==> src/rtl/seq_pkg.sv <==
// ---------------------------------------------------------------------------
// seq_pkg
// Shared definitions for the sequence-detector family of blocks.
//   state_t     : window FSM encoding (IDLE, COUNT)
//   DEF_CNT_W   : default width of a match count
//   DEF_WIN_W   : default width of a window-length value
// ---------------------------------------------------------------------------
package seq_pkg;

   typedef enum logic {
      IDLE  = 1'b0,
      COUNT = 1'b1
   } state_t;

   localparam int DEF_CNT_W = 8;
   localparam int DEF_WIN_W = 8;

endpackage

==> src/rtl/sat_counter.sv <==
// ---------------------------------------------------------------------------
// sat_counter
// Saturating, clearable event counter used as the match accumulator.
// Ports:
//   clk, rst_n    : clock, asynchronous active-low reset
//   clr           : restart the count from zero next cycle (wins over inc)
//   inc           : count one event this cycle
//   total         : current count including this cycle's inc, saturated
//   total_sat     : an increment was lost to saturation, including this cycle
// ---------------------------------------------------------------------------
module sat_counter
   import seq_pkg::*;
#(
   parameter int CNT_W = DEF_CNT_W
) (
   input  logic             clk,
   input  logic             rst_n,
   input  logic             clr,
   input  logic             inc,
   output logic [CNT_W-1:0] total,
   output logic             total_sat
);

   localparam logic [CNT_W-1:0] MAX_COUNT = '1;

   logic [CNT_W-1:0] count;
   logic             sat;
   logic             at_max;

   // The combinational totals fold in the current cycle's event so the owner
   // can capture a result on the last window cycle without losing that event.
   // Once at the ceiling the count holds and the sat bit records the overflow.
   always_comb begin
      at_max    = (count == MAX_COUNT);
      total     = count;
      total_sat = sat | (inc & at_max);
      if (inc && !at_max) begin
         total = count + CNT_W'(1);
      end
   end

   // Accumulator register; a clear restarts a fresh window, so it takes
   // priority over any event arriving in the same cycle.
   always_ff @(posedge clk or negedge rst_n) begin
      if (!rst_n) begin
         count <= '0;
         sat   <= 1'b0;
      end else if (clr) begin
         count <= '0;
         sat   <= 1'b0;
      end else begin
         count <= total;
         sat   <= total_sat;
      end
   end

endmodule

==> src/rtl/seq_match_counter.sv <==
// ---------------------------------------------------------------------------
// seq_match_counter
// Counts detector match pulses over back-to-back windows of win_len cycles
// and presents each window's count through a valid/ready output register.
// Ports:
//   clk, rst_n   : clock, asynchronous active-low reset
//   det          : match pulse, one event per high cycle
//   en           : counting enable; dropping it abandons the current window
//   win_len      : window length in cycles, sampled at window start (0 -> 1)
//   cnt_ready    : downstream accepts the presented result
//   clr_drop     : clears the sticky drop flag
//   cnt_out      : match count of the last completed window
//   cnt_valid    : cnt_out/sat hold a result not yet accepted
//   sat          : the presented count saturated
//   drop         : sticky, a completed window was lost to back-pressure
// ---------------------------------------------------------------------------
module seq_match_counter
   import seq_pkg::*;
#(
   parameter int CNT_W = DEF_CNT_W,
   parameter int WIN_W = DEF_WIN_W
) (
   input  logic             clk,
   input  logic             rst_n,
   input  logic             det,
   input  logic             en,
   input  logic [WIN_W-1:0] win_len,
   input  logic             cnt_ready,
   input  logic             clr_drop,
   output logic [CNT_W-1:0] cnt_out,
   output logic             cnt_valid,
   output logic             sat,
   output logic             drop
);

   state_t           state;
   state_t           state_next;
   logic [WIN_W-1:0] remaining;
   logic [WIN_W-1:0] win_load;
   logic             load_win;
   logic             last_cycle;
   logic             clr_acc;
   logic             acc_inc;
   logic [CNT_W-1:0] acc_total;
   logic             acc_total_sat;
   logic             drop_set;

   sat_counter #(
      .CNT_W(CNT_W)
   ) u_acc (
      .clk      (clk),
      .rst_n    (rst_n),
      .clr      (clr_acc),
      .inc      (acc_inc),
      .total    (acc_total),
      .total_sat(acc_total_sat)
   );

   // Window sequencing. A window is the run of COUNT cycles; the cycle that
   // leaves IDLE only latches the length. On the last window cycle the next
   // window is armed at once, so consecutive windows have no gap. Losing en
   // abandons the partial window and clears the accumulator.
   always_comb begin
      state_next = state;
      load_win   = 1'b0;
      last_cycle = 1'b0;
      clr_acc    = 1'b0;
      acc_inc    = 1'b0;
      win_load   = (win_len == '0) ? WIN_W'(1) : win_len;
      unique case (state)
         IDLE: begin
            clr_acc = 1'b1;
            if (en) begin
               state_next = COUNT;
               load_win   = 1'b1;
            end
         end
         COUNT: begin
            if (!en) begin
               state_next = IDLE;
               clr_acc    = 1'b1;
            end else begin
               acc_inc = det;
               if (remaining == WIN_W'(1)) begin
                  last_cycle = 1'b1;
                  load_win   = 1'b1;
                  clr_acc    = 1'b1;
               end
            end
         end
         default: begin
            state_next = IDLE;
            clr_acc    = 1'b1;
         end
      endcase
   end

   // State register and the window down-counter, which counts the cycles
   // still left in the current window (1 means this is the last one).
   always_ff @(posedge clk or negedge rst_n) begin
      if (!rst_n) begin
         state     <= IDLE;
         remaining <= '0;
      end else begin
         state <= state_next;
         if (load_win) begin
            remaining <= win_load;
         end else if (state == COUNT) begin
            remaining <= remaining - WIN_W'(1);
         end
      end
   end

   // Output register. A finished window is loaded if the register is empty
   // or its current content is being accepted this very cycle; otherwise the
   // held result stays untouched and the new one is reported as dropped.
   always_comb begin
      drop_set = last_cycle & cnt_valid & ~cnt_ready;
   end

   always_ff @(posedge clk or negedge rst_n) begin
      if (!rst_n) begin
         cnt_out   <= '0;
         sat       <= 1'b0;
         cnt_valid <= 1'b0;
      end else if (last_cycle && (!cnt_valid || cnt_ready)) begin
         cnt_out   <= acc_total;
         sat       <= acc_total_sat;
         cnt_valid <= 1'b1;
      end else if (cnt_valid && cnt_ready) begin
         cnt_valid <= 1'b0;
      end
   end

   // Sticky drop flag; a new drop in the same cycle as a clear keeps it set.
   always_ff @(posedge clk or negedge rst_n) begin
      if (!rst_n) begin
         drop <= 1'b0;
      end else if (drop_set) begin
         drop <= 1'b1;
      end else if (clr_drop) begin
         drop <= 1'b0;
      end
   end

endmodule

==> config.mk <==
export PLATFORM = sky130hd
export DESIGN_NAME = seq_match_counter
export DESIGN_NICKNAME = d
export VERILOG_FILES = /design/src/rtl/seq_pkg.sv /design/src/rtl/sat_counter.sv /design/src/rtl/seq_match_counter.sv
export SDC_FILE = /design/constraint.sdc
export NUM_CORES = 1
export LEC_CHECK = 0
export CORE_ASPECT_RATIO = 0.75
export CORE_UTILIZATION = 52
export CTS_CLUSTER_DIAMETER = 40
export DETAILED_ROUTE_END_ITERATION = 10
export HOLD_SLACK_MARGIN = 0.1
export PLACE_DENSITY = 0.78
export SLEW_MARGIN = 25
export SYNTH_ARGS = -nofsm -noshare
export SYNTH_HDL_FRONTEND = slang
export SYNTH_SLANG_ARGS = --single-unit
==> constraint.sdc <==
create_clock -name clk -period 2 [get_ports clk]
set_input_delay 0.6 -clock clk [delete_from_list [all_inputs] [get_ports clk]]
set_output_delay 0.6 -clock clk [all_outputs]
set_load 0.02 [all_outputs]
# --- Word-level counts from Yosys, hierarchy flattened ---
# Index checks and enable logic that the tools add are counted.
classes:
  n_addsub: 2
  muxes: 19
  n_eq_ne: 2
  n_div: 0
  n_shift: 0
  bitwise_logic: 6
  reduce_logical: 10
  multipliers: 0
  n_lt_le_gt_ge: 0
ops:
  columns: ["op", "count"]
  rows:
  - ["8-bit 2-to-1 mux", 5]
  - ["1-bit 2-to-1 mux", 12]
  - ["8-bit by 1-bit adder with 8-bit output (second input constant)", 1]
  - ["8-bit by 1-bit equality test with 1-bit output (second input constant)", 1]
  - ["8-bit equality test (second input constant)", 1]
  - ["8-bit logical NOT", 1]
  - ["8-bit by 1-bit subtractor with 8-bit output (second input constant)", 1]
  - ["2-bit nonzero test", 3]
  - ["1-bit one-hot mux with 2 select lines", 2]
  - ["1-bit AND", 3]
  - ["1-bit logical AND", 3]
  - ["1-bit logical NOT", 2]
  - ["1-bit inverter", 2]
  - ["1-bit logical OR", 1]
  - ["1-bit bitwise OR", 1]
word_totals:
  latch_bits: 0
  ff_bits: 29
  romBits: 0
  mem_count: 0
  inputBits: 14
  ram_bits: 0

# --- Logic depth before layout (Yosys ltp) ---
depth:
  ltp_word: 7
  mapped_depth: 7
  mapped_depth_nobuf: 6

# --- By module ---
# From an unflattened synthesis, not the netlist that was laid out.
hier_totals:
  cells_unflattened: 148
  hier_area_um2: 1664.1
modules_own_cells:
  columns: ["mod", "cells_per_inst", "area_per_inst_um2", "instances", "seq_area_each_um2"]
  rows:
  - ["seq_match_counter", 88, 1009.7, 1, 500.5]
  - ["sat_counter", 60, 654.4, 1, 225.2]

# --- Least setup slack after synthesis ---
# No wires, ideal clock.
synth_path:
  kind: "reg2reg"
  start: "register remaining[0]"
  end: "register remaining[1]"
  path_buffers: 0
  t_required_ns: 1.875
  path_stages_with_launch: 6
  path_slack_ns: 0.406
  arrival_time_ns: 1.469
  setup_ns: 0.125
  cell_sequence: "dfrtp_1 -> ha_1 -> nor3b_1 -> and2_4 -> o21ai_4 -> mux2_2"
synth_between:
  elab_chain_len: 5
  word_cells_on_any_way: 8
synth_rtl:
  columns: ["item", "line_no", "text"]
  rows:
  - ["start, declared", "seq_match_counter.sv:38", "logic [WIN_W-1:0] remaining;"]
  - ["start signal, assigned", "seq_match_counter.sv:107", "remaining <= win_load;"]
  - ["start signal, assigned", "seq_match_counter.sv:109", "remaining <= remaining - WIN_W'(1);"]
  - ["branches (longest 5 deep; another with 8-bit by 1-bit subtractor with 8-bit output)", null, null]
# Several ways; the timed one is not identified. The select of a mux whose other input is x is not followed.
# A chain may end at the register's enable or synchronous reset.

# --- Worst setup path after layout ---
layout_path:
  start: "register cnt_out[7]"
  end: "output cnt_out[7]"
layout_rtl:
  columns: ["item", "line_no", "text"]
  rows:
  - ["start, declared", "seq_match_counter.sv:30", "output logic [CNT_W-1:0] cnt_out,"]
  - ["start signal, assigned", "seq_match_counter.sv:127", "cnt_out <= acc_total;"]
# No word-level cell between the ends.

==> impl_metrics.toml <==
[route]
highest_layer = "met4"
final_antenna_net_count = 0
drc = 0
initialDrtViolationCount = 37
wl_met3_um = 169
wl_per_cell_um = 14.7
wl_met2_um = 1350
drt-met1-wl_um = 1570
drtPass1Iterations = 4
drt_wl_total_um = 3140
vias = 1167
vias_per_cell = 5.45

[global_route]
grt_remaining_overflow = 0
grt_max_degree = 30
antenna_found_initial = 0
grt_pass1_vias = 1057
grt_usage = 0.244
grt_pass1_wl_um = 5310

[worst_setup_path]
rr_startpoint = "remaining[0]$_DFFE_PN0P_"
cp_max_fo = 2
endpoint_kind = "primary output"
crit_buf_inv = 1
rr_worst_depth = 5
cpMaxStageDelayCell = "clkdlybuf4s50_1"
worstSetupPathType = "flip-flop to primary output"
r2r_end = "remaining[1]$_DFFE_PN0P_"
slowest_delay_ns = 0.61
required_ns = 1.40
start_kind = "flip-flop"
path_cells = "clkdlybuf4s50_1"
arrival_ns = 1.25
worst-r2r-setup-slack_ns = 0.23
crit_family = "buffers and inverters"

[synth]
synth_warnings = 0
yosysMostFrequentCell = "dfrtp_1"
synth_area_per_cell_um2 = 10.7
yosysSeqAreaShare = 0.489
ys_ff_latch = 29
synthTopCellsByArea = "dfrtp_1 (49%), mux2_2 (6.8%), mux2i_1 (4.7%), nor2_1 (3.0%), xnor2_1 (2.9%)"
yosysTopAreaCell = "dfrtp_1"
synth_top_area_frac = 0.489
synth_cell_types = 36
synth_nets = 156
synth-edff-count = 0
synth_async_sr_flop_share = 1.00
synthFlopType = "dfrtp_1"
netlist_area_mm2 = 0.00149
synth_common_cells = "dfrtp_1 (29), nor2_1 (12), nand2_1 (10)"
postSynthCellCount = 139

[hold_path]
holdPathStages = 2
whs_endpoint = "cnt_out[4]$_DFFE_PN0P_"
min_from = "cnt_out[4]$_DFFE_PN0P_"
hold_path_class = "flip-flop to flip-flop"

[die]
die_h_um = 48.3
rows = 16
ios = 25
core_area_mm2 = 0.00266
die_x_um = 63.7
fp.dieArea_mm2 = 0.00308
initial_core_util = 0.558

[timing]
fmax_ghz = 0.541
fin_setup_tns_ns = 0
skew_ns = 0.00895
rsz0062_at_grt = "no"
fin_crit_ns = 1.85
slew_headroom = 0.689
hold_viol = 0
worst_pin_slew_ns = 0.463
fin_crit_sh = 0.924
setup_violations = 0
finalMaxSlewViolations = 0

[clock_network]
cts_hold_buffers = 0
root_buffer = "clkbuf_8"
numCtsBuffers = 5
cts_setup_buffers = 0
cts_tree = "built"
clk_pin_slew_ns = 0.07
htree_levels = 2
cts.sinks = 29
clock_latency_ns = 0.28
cts.repair.resized = 0
cts_max_path_buffers = 2

[placed_design]
hpwl_um = 2270
place_congestion = 0.988
io_buffer_count = 24

[pwr]
ir_worst_vdd_mv = 0.519
p_leak_uw = 0.000854
powerDensity_mw_per_mm2 = 883
total_power_uw = 1710

[final_layout]
register_area_um2 = 726
multi_input_area_um2 = 706
synthToLayoutAreaGrowth_pct = 30.5
layout-drive-gt1-share = 0.180
fill_cells = 184
final_nets = 194
antenna_cells = 0

[status]
outcome = "complete, no violations"

[flow_run]
drv_cap = 0
[cells by family after synthesis]
group,share of synthesized area
multiplexers,0.115
flip-flops,0.489
AO/OA/AOI/OAI,0.0876
buffers and inverters,0.0362
AND/OR/NAND/NOR,0.200
adder cells (fa/ha/maj),0.0253
XOR/XNOR,0.0472
[power breakdown]
group | internal [uW] | switching (uW) | total [uW]
registers | 663 | 108 | 771
logic | 181 | 142 | 323
clock network | 406 | 213 | 619
total | 1250 | 463 | 1710
[how the worst max path moves through the flow]
stage	slack, ns	end	from	cells past startpoint
finish	0.15	cnt_out[7]	cnt_out[7]$_DFFE_PN0P_	1
CTS	0.14	cnt_out[5]	cnt_out[5]$_DFFE_PN0P_	1
floorplan	0.41	remaining[1]$_DFFE_PN0P_	remaining[0]$_DFFE_PN0P_	5
detailed placement	-0.09	cnt_out[5]$_DFFE_PN0P_	en	5
global placement	-0.04	cnt_out[5]$_DFFE_PN0P_	en	5
global route	0.08	cnt_out[5]$_DFFE_PN0P_	en	5
[state kept, by name (all words and copies together) (netlist names)]
name,flops
u_acc.count,8
drop,1
sat,1
remaining,8
state,1
u_acc.sat,1
cnt_valid,1
cnt_out,8
[routing by layer]
metal | vias to the layer above | GRT usage
li1 | 566 | -
met1 | 550 | 0.342
met2 | 44 | 0.366
met3 | 7 | 0.0678
met4 | 0 | 0.0955
met5 | - | 0
[final cells by class]
cell class	instances	area share
sequential	29	0.374
clock inverter	1	0.0155
inverter	8	0.0155
timing repair buffer	34	0.163
multi-input combinational	99	0.364
tap	36	0.0232
clock buffer	7	0.0445
[placed cells by master, fill, tap and decap left out, types with 2 or more instances in the layout]
master and instances:
a211oi_1 3, a21oi_1 5, and3_1 3, buf_4 10, clkbuf_8 6, clkdlybuf4s50_1 24
dfrtp_1 29, ha_1 3, inv_1 8, mux2_2 9, mux2i_1 7, nand2_1 10
nand2b_1 2, nand3_1 6, nand4_1 4, nor2_1 12, nor2b_1 2, nor3_1 6
nor4_1 3, o21ai_0 2, xnor2_1 5, xor2_1 3
[per-stage QoR]
stage                      util  instance area, um^2  hold slack, ns  setup WS, ns  cells
final                     0.728                 1940           0.486         0.153    214
after detailed placement  0.684                 1820           0.474       -0.0934    206
after global placement    0.684                 1820           0.461       -0.0386    206
after CTS                 0.728                 1940           0.489         0.138    214
after global routing      0.728                 1940           0.515        0.0772    214
after floorplan               -                 1490           0.304         0.406    139
(Power assumes the default switching activity.)
